### src/rtl/chimera_pad_cfg_apb.sv
// APB completer for the chip pad-configuration registers: per-pad mux select, pulls and drive
// strength, with programmable wait states and a sticky write-protect lock.
module chimera_pad_cfg_apb #(
    parameter int unsigned NumPads    = 32,
    parameter int unsigned WaitCycles = 1,
    parameter type         apb_req_t  = logic [73:0],
    parameter type         apb_resp_t = logic [33:0]
) (
    input  logic                     clk_i,
    input  logic                     rst_ni,
    input  apb_req_t                 apb_req_i,
    output apb_resp_t                apb_rsp_o,
    output logic [NumPads-1:0][1:0]  pad_mux_sel_o,
    output logic [NumPads-1:0]       pad_pu_o,
    output logic [NumPads-1:0]       pad_pd_o,
    output logic [NumPads-1:0][1:0]  pad_drv_o,
    output logic                     cfg_locked_o
);

    typedef struct packed {
        logic [31:0] paddr;
        logic [31:0] pwdata;
        logic [3:0]  pstrb;
        logic        pwrite;
        logic        psel;
        logic        penable;
        logic [2:0]  pprot;
    } req_t;

    typedef struct packed {
        logic [31:0] prdata;
        logic        pready;
        logic        pslverr;
    } rsp_t;

    localparam int unsigned   CntW     = (WaitCycles > 0) ? $clog2(WaitCycles + 1) : 1;
    localparam int unsigned   IdxW     = (NumPads > 1) ? $clog2(NumPads) : 1;
    localparam logic [CntW-1:0] CntMax = CntW'(WaitCycles);
    localparam logic [9:0]    NumPadsW = 10'(NumPads);
    localparam logic [11:0]   LockOff  = 12'hFFC;

    req_t req;
    rsp_t rsp;

    assign req       = apb_req_i;
    assign apb_rsp_o = rsp;

    logic [NumPads-1:0][1:0] mux_q;
    logic [NumPads-1:0]      pu_q;
    logic [NumPads-1:0]      pd_q;
    logic [NumPads-1:0][1:0] drv_q;
    logic                    locked_q;
    logic [CntW-1:0]         cnt_q, cnt_d;

    logic [11:0]     offset;
    logic [9:0]      word;
    logic [IdxW-1:0] pad_idx;
    logic            is_pad, is_lock, access, pready, slv_err, wr_en;
    logic [31:0]     pad_rdata;

    assign offset  = req.paddr[11:0];
    assign word    = offset[11:2];
    assign pad_idx = word[IdxW-1:0];
    assign is_pad  = (offset[1:0] == 2'b00) && (word < NumPadsW);
    assign is_lock = (offset == LockOff);

    assign access  = req.psel & req.penable;
    // Gated by reset so a zero-wait build cannot complete while reset is held.
    assign pready  = rst_ni & access & (cnt_q == CntMax);
    assign slv_err = ~(is_pad | is_lock) | (req.pwrite & is_pad & locked_q);
    assign wr_en   = pready & req.pwrite & ~slv_err & req.pstrb[0];
    assign cnt_d   = (access && !pready) ? cnt_q + CntW'(1) : '0;

    assign pad_rdata = {26'b0, drv_q[pad_idx], pd_q[pad_idx], pu_q[pad_idx], mux_q[pad_idx]};

    always_comb begin
        rsp = '0;
        if (pready) begin
            rsp.pready  = 1'b1;
            rsp.pslverr = slv_err;
            if (!req.pwrite && !slv_err) begin
                rsp.prdata = is_lock ? {31'b0, locked_q} : pad_rdata;
            end
        end
    end

    always_ff @(posedge clk_i or negedge rst_ni) begin
        if (!rst_ni) begin
            mux_q    <= '0;
            pu_q     <= '0;
            pd_q     <= '0;
            drv_q    <= {NumPads{2'b01}};
            locked_q <= 1'b0;
            cnt_q    <= '0;
        end else begin
            cnt_q <= cnt_d;
            if (wr_en && is_pad) begin
                mux_q[pad_idx] <= req.pwdata[1:0];
                pu_q[pad_idx]  <= req.pwdata[2];
                // Both pulls requested: pull-up wins.
                pd_q[pad_idx]  <= req.pwdata[3] & ~req.pwdata[2];
                drv_q[pad_idx] <= req.pwdata[5:4];
            end
            if (wr_en && is_lock && req.pwdata[0]) begin
                locked_q <= 1'b1;
            end
        end
    end

    assign pad_mux_sel_o = mux_q;
    assign pad_pu_o      = pu_q;
    assign pad_pd_o      = pd_q;
    assign pad_drv_o     = drv_q;
    assign cfg_locked_o  = locked_q;

    logic unused;
    assign unused = ^{req.paddr[31:12], req.pwdata[31:6], req.pstrb[3:1], req.pprot};

endmodule

### config.mk
export PLATFORM = sky130hd
export DESIGN_NAME = chimera_pad_cfg_apb
export DESIGN_NICKNAME = d
export VERILOG_FILES = /design/src/rtl/chimera_pad_cfg_apb.sv
export SDC_FILE = /design/constraint.sdc
export NUM_CORES = 1
export LEC_CHECK = 0
export BUFFER_PORTS_ARGS = -buffer_cell sky130_fd_sc_hd__buf_2
export CORE_ASPECT_RATIO = 1.2
export CORE_MARGIN = 5
export CORE_UTILIZATION = 55
export DETAILED_ROUTE_END_ITERATION = 12
export GPL_TIMING_DRIVEN = 0
export PLACE_DENSITY = 0.86
export SKIP_LAST_GASP = 1
export SYNTH_ARGS = -nofsm -noshare
export SYNTH_HDL_FRONTEND = slang
export SYNTH_SLANG_ARGS = --single-unit
### constraint.sdc
create_clock -name clk_i -period 7.9 [get_ports clk_i]
set_clock_uncertainty 0.05 [all_clocks]
set_input_delay 2.37 -clock clk_i [delete_from_list [all_inputs] [get_ports clk_i]]
set_output_delay 2.37 -clock clk_i [all_outputs]
set_load 0.02 [all_outputs]
Word level (Yosys, flattened, before mapping) --
Cells that the tools add are included.
Word-level totals: register bits 194, bits of input ports 76, output and inout bits 227, word-level logic and storage cells 118
Operators by class: $add $sub $neg 1, magnitude comparators 3, equality and inequality tests 1, mux-type cells 20, bitwise gates (word level) 14, reduce and logical (&&, ||, !) cells 11
Operators with widths (count):
- bitwise mux 64 bit | 2
- bitwise mux 32 bit | 2
- 2-to-1 mux 34 bit | 1
- binary-select mux 2 bit (select 5 bit) | 2
- == test 12 bit (second input constant) | 1
- 2-to-1 mux 6 bit | 2
- binary-select mux 1 bit (select 5 bit) | 2
- demux 2 bit (select 5 bit) | 1
- less-than comparator 10 x 6 -> 1 bit (second input constant) | 1
- bitwise AND 1 bit | 9
- logical AND 1 bit | 7
- less-than comparator 5 x 6 -> 1 bit (second input constant) | 1
- 2-to-1 mux 2 bit | 3
- demux 1 bit (select 5 bit) | 1
- greater-or-equal comparator 5 x 1 -> 1 bit (second input constant) | 1
- 2-to-1 mux 1 bit | 4
- zero test 1 bit | 3
- NOT 1 bit | 3
- zero test 2 bit | 1
- OR 1 bit | 2
- adder 1 bit (second input constant) | 1

Depth between registers and ports, before layout --
depth in word-level cells 10, mapped depth 8, gate-level depth less buffers 5

Least setup slack after synthesis --
OpenSTA, ideal clock, no wires.
kind input to output, start point input port apb_req_i[44] (netlist name), end point output port apb_rsp_o[2] (netlist name), data arrival time 4.485 ns, required time 5.480 ns, path slack 0.995 ns, cell stages on the path 8, path buffers 3, cell sequence buf_2 > buf_2 > buf_2 > mux2i_1 > a221oi_1 > o21a_1 > a21oi_1 > o41ai_1
RTL lines:
- start, declared | RTL line 11 | input apb_req_t apb_req_i,
- end, declared | RTL line 12 | output apb_resp_t apb_rsp_o,

==> flow_summary.json <==
{
  "run_status": "complete, no violations",
  "grt_start_max_net_pins": 104,
  "placed_area_sq_um": 10800,
  "clkTransAtPathRegs_ps": 70,
  "critical-path-max-stage-delay_ps": 650,
  "first_global_vias": 6945,
  "clock_power_share": 0.432,
  "number_of_sinks_handled_by_clock_tree_synthesis": 194,
  "netSwitchingFraction": 0.241,
  "p_leak_nw": 6.21,
  "routabilityCongestion": 0.910,
  "regArea_sq_um": 4890,
  "power.net_switching_uw": 473,
  "timing.critical_path.arrival_ps": 5120,
  "total_via_count_after_detailed_routing": 6722,
  "routed_wirelength_um": 28600,
  "synth_edf_count": 0,
  "power.internal_mw": 1.49,
  "synthesis.area_sq_um": 9310,
  "critPathMaxFanout": 94,
  "max-slew-margin-rel": 0.357,
  "timing.setup.tns_ps": 0,
  "detail_route.drc_violations": 0,
  "area_of_combinational_cells_with_multiple_inputs_sq_um": 4140,
  "avgRoutedWirePerCell_um": 25.5,
  "start_kind": "primary input",
  "worstPathBufferInverterCount": 4,
  "ys_async_sr_fraction": 1.00,
  "post_synth_num_cell_types": 44,
  "placed_cells_incl_taps": 1086,
  "io_pins": 303,
  "timing.final.setup_violations": 0,
  "global_route_usage_over_all_layers": 0.291,
  "layout.cell_area.non_filler_sq_um": 11400,
  "comb_power_share": 0.062,
  "design.die.area_sq_um": 19600,
  "drt_pre_antenna_iters": 6,
  "synthCells": 621,
  "cts_buffers": 17,
  "grt_pass1_wl_um": 42600,
  "final.period_utilization": 0.954,
  "ratio_of_total_power_to_cell_area_nw_per_um2": 172,
  "core.rowCount": 52,
  "starting_density": 0.555,
  "synthesis.yosys.warnings": 0,
  "cell_at_the_root_of_the_clock_tree": "clkbuf_16",
  "irDropWorstVdd_uv": 119,
  "grt_overflow": 0,
  "timing.final.max_slew_violations": 0,
  "drtAntennaViolNets": 0,
  "max_clock_freq_ghz": 0.133,
  "num-fill-cells": 1253,
  "worst_skew_pair.late_latency_ps": 430,
  "final-hold-violation-count": 0,
  "nNetsFinal": 966,
  "initial_antenna_violation_count": 1,
  "holdCritPathClass": "reg -> reg",
  "total_power_mw": 1.97,
  "via_per_inst": 6.00,
  "critical_path.slowest_cell": "or4_1",
  "seq_power_share": 0.506,
  "chipHeight_um": 153,
  "io_buffers": 223,
  "final-instance-count-excl-fill": 1120,
  "worst_ep_required_time_ps": 5480,
  "critical-path-top-delay-family": "buffers and inverters",
  "critPathCaptureType": "primary output",
  "tritoncts": "done",
  "cap_viol_max_count": 0,
  "detail_route.iter0.violations": 456,
  "synthToLayoutAreaGrowth_pct": 22.8,
  "dieWidth_um": 129,
  "crit_chain": "buf_12 > buf_16 > nand4_1 > or4_1 > clkbuf_1 > o41ai_1 > buf_2",
  "timing_worst_setup_path_type": "in -> out",
  "grt_setup_unrepaired": "no",
  "layout_cells_sized_above_1": 0.595,
  "detailedPlacementHpwl_um": 21000,
  "yosys_register_bits": 194,
  "syn_avg_cell_area_sq_um": 15.0,
  "max-clock-path-buffers": 2,
  "h-tree-depth": 4,
  "finalCriticalPeriod_ps": 7540,
  "worst_slew_pin_slew_ps": 965,
  "core_area_sq_um": 16800,
  "synth_ff_type": "dfrtp_1",
  "synth-seq-area-share": 0.526
}
per-stage QoR:
stage,utilization,hold WS [ps],worst slack [ps]
2_1_floorplan,-,350,995
3_3_place_gp,0.643,362,-2890
3_5_place_dp,0.645,366,-80.7
4_1_cts,0.679,376,80.5
5_1_grt,0.681,401,204
6_report,0.681,373,363
cell type report:
type	instances	share of cell area
flip-flops and latches	194	0.428
multi-input cells	386	0.362
repair buffers	225	0.104
clock buffers	22	0.0415
plain buffers	65	0.0316
well taps	216	0.0236
clock inverters	10	0.00875
inverters	1	0.000328
diodes	1	0.000219
what timing repair did:
action	in CTS	in global routing
pin swaps	0	0
resized for setup	1	0
setup buffers	0	0
hold buffers	0	0
setup endpoints to repair	1	1
cloned	0	1
state kept, by name, summed over array words and instances (netlist names):
name and cells:
cfg_locked_o 1, cnt_q 1, pad_drv_o 64, pad_mux_sel_o 64
pad_pd_o 32, pad_pu_o 32
worst register-to-register path, cell delays in order (launching register included):
cell and delay (ps):
dfrtp_1 340, nand4_1 240, nor4_4 460, nand3_1 470, nor2_1 730, mux2_2 420
Yosys cell counts (all sizes together) (3+ instances only):
master  number  share of area
a221oi       6         0.0056
a22o         6         0.0056
a22oi       12         0.0097
a31oi        6         0.0040
buf         37          0.028
clkbuf      28          0.011
dfrtp      162           0.44
dfstp       32          0.090
mux2       194           0.23
mux2i       12          0.013
mux4        41          0.099
nand2        5         0.0020
nand3        4         0.0022
nand3b       7         0.0056
nor2        37          0.029
nor3         3         0.0016
cells by family after synthesis:
group,share of synthesized area
mux,0.347
flops,0.526
simple gates,0.0560
buf+inv,0.0392
compound gates,0.0317
other cells,0.000403
layout by cell type (no fill, tap or decap), types with 2 or more instances in the layout:
| master | netlist | final |
|---|---|---|
| a22oi_1 | 12 | 12 |
| nor3_1 | 3 | 3 |
| clkinv_4 | 0 | 4 |
| mux2_2 | 162 | 162 |
| a21oi_1 | 2 | 2 |
| nand4_1 | 2 | 2 |
| a221oi_1 | 6 | 6 |
| conb_1 | 1 | 26 |
| nand2_1 | 5 | 5 |
| mux2_1 | 32 | 32 |
| nand3b_1 | 7 | 7 |
| clkbuf_16 | 0 | 18 |
| dfstp_2 | 32 | 32 |
| buf_1 | 2 | 2 |
| or3_1 | 2 | 2 |
| buf_4 | 27 | 27 |
| dfrtp_1 | 162 | 162 |
| buf_2 | 7 | 229 |
| mux2i_1 | 12 | 12 |
| a211oi_1 | 2 | 2 |
| clkinv_2 | 0 | 2 |
| a31oi_1 | 6 | 6 |
| clkbuf_8 | 0 | 3 |
| and3b_1 | 2 | 2 |
| inv_6 | 0 | 2 |
| clkbuf_1 | 28 | 30 |
| nor2_1 | 29 | 29 |
| a22o_1 | 6 | 6 |
| nand3_1 | 4 | 4 |
| mux4_2 | 41 | 41 |
| nor2_8 | 8 | 8 |
| nor3b_1 | 2 | 2 |
power groups by stage:
stage | Clock, mW | Sequential (mW) | Combinational [mW]
floorplan | 0 | 1.01 | 0.0654
global placement | 0 | 1.01 | 0.116
detailed placement | 0 | 1.01 | 0.120
CTS | 0.853 | 0.994 | 0.120
global route | 0.896 | 0.994 | 0.132
finish | 0.849 | 0.994 | 0.123
layer usage:
layer,vias up,track usage,routed length [um]
li1,2825,-,-
met1,3473,0.368,10800
met2,342,0.468,14000
met3,82,0.0694,2310
met4,0,0.143,1450
met5,-,0,0
final timing paths:
kind                       startpoint  cells past startpoint           endpoint  slack (ps)
min in group asynchronous      rst_ni                      1  pad_mux_sel_o[11]        1790
hold / removal                  cnt_q                      1              cnt_q         370
max in group asynchronous      rst_ni                      2      pad_drv_o[40]        5240
hold reg to reg                 cnt_q                      1              cnt_q         370
setup reg to reg                cnt_q                      5  pad_mux_sel_o[46]        5050
setup / recovery               rst_ni                      7       apb_rsp_o[2]         360
No activity file was read; power rests on OpenSTA's default activity.
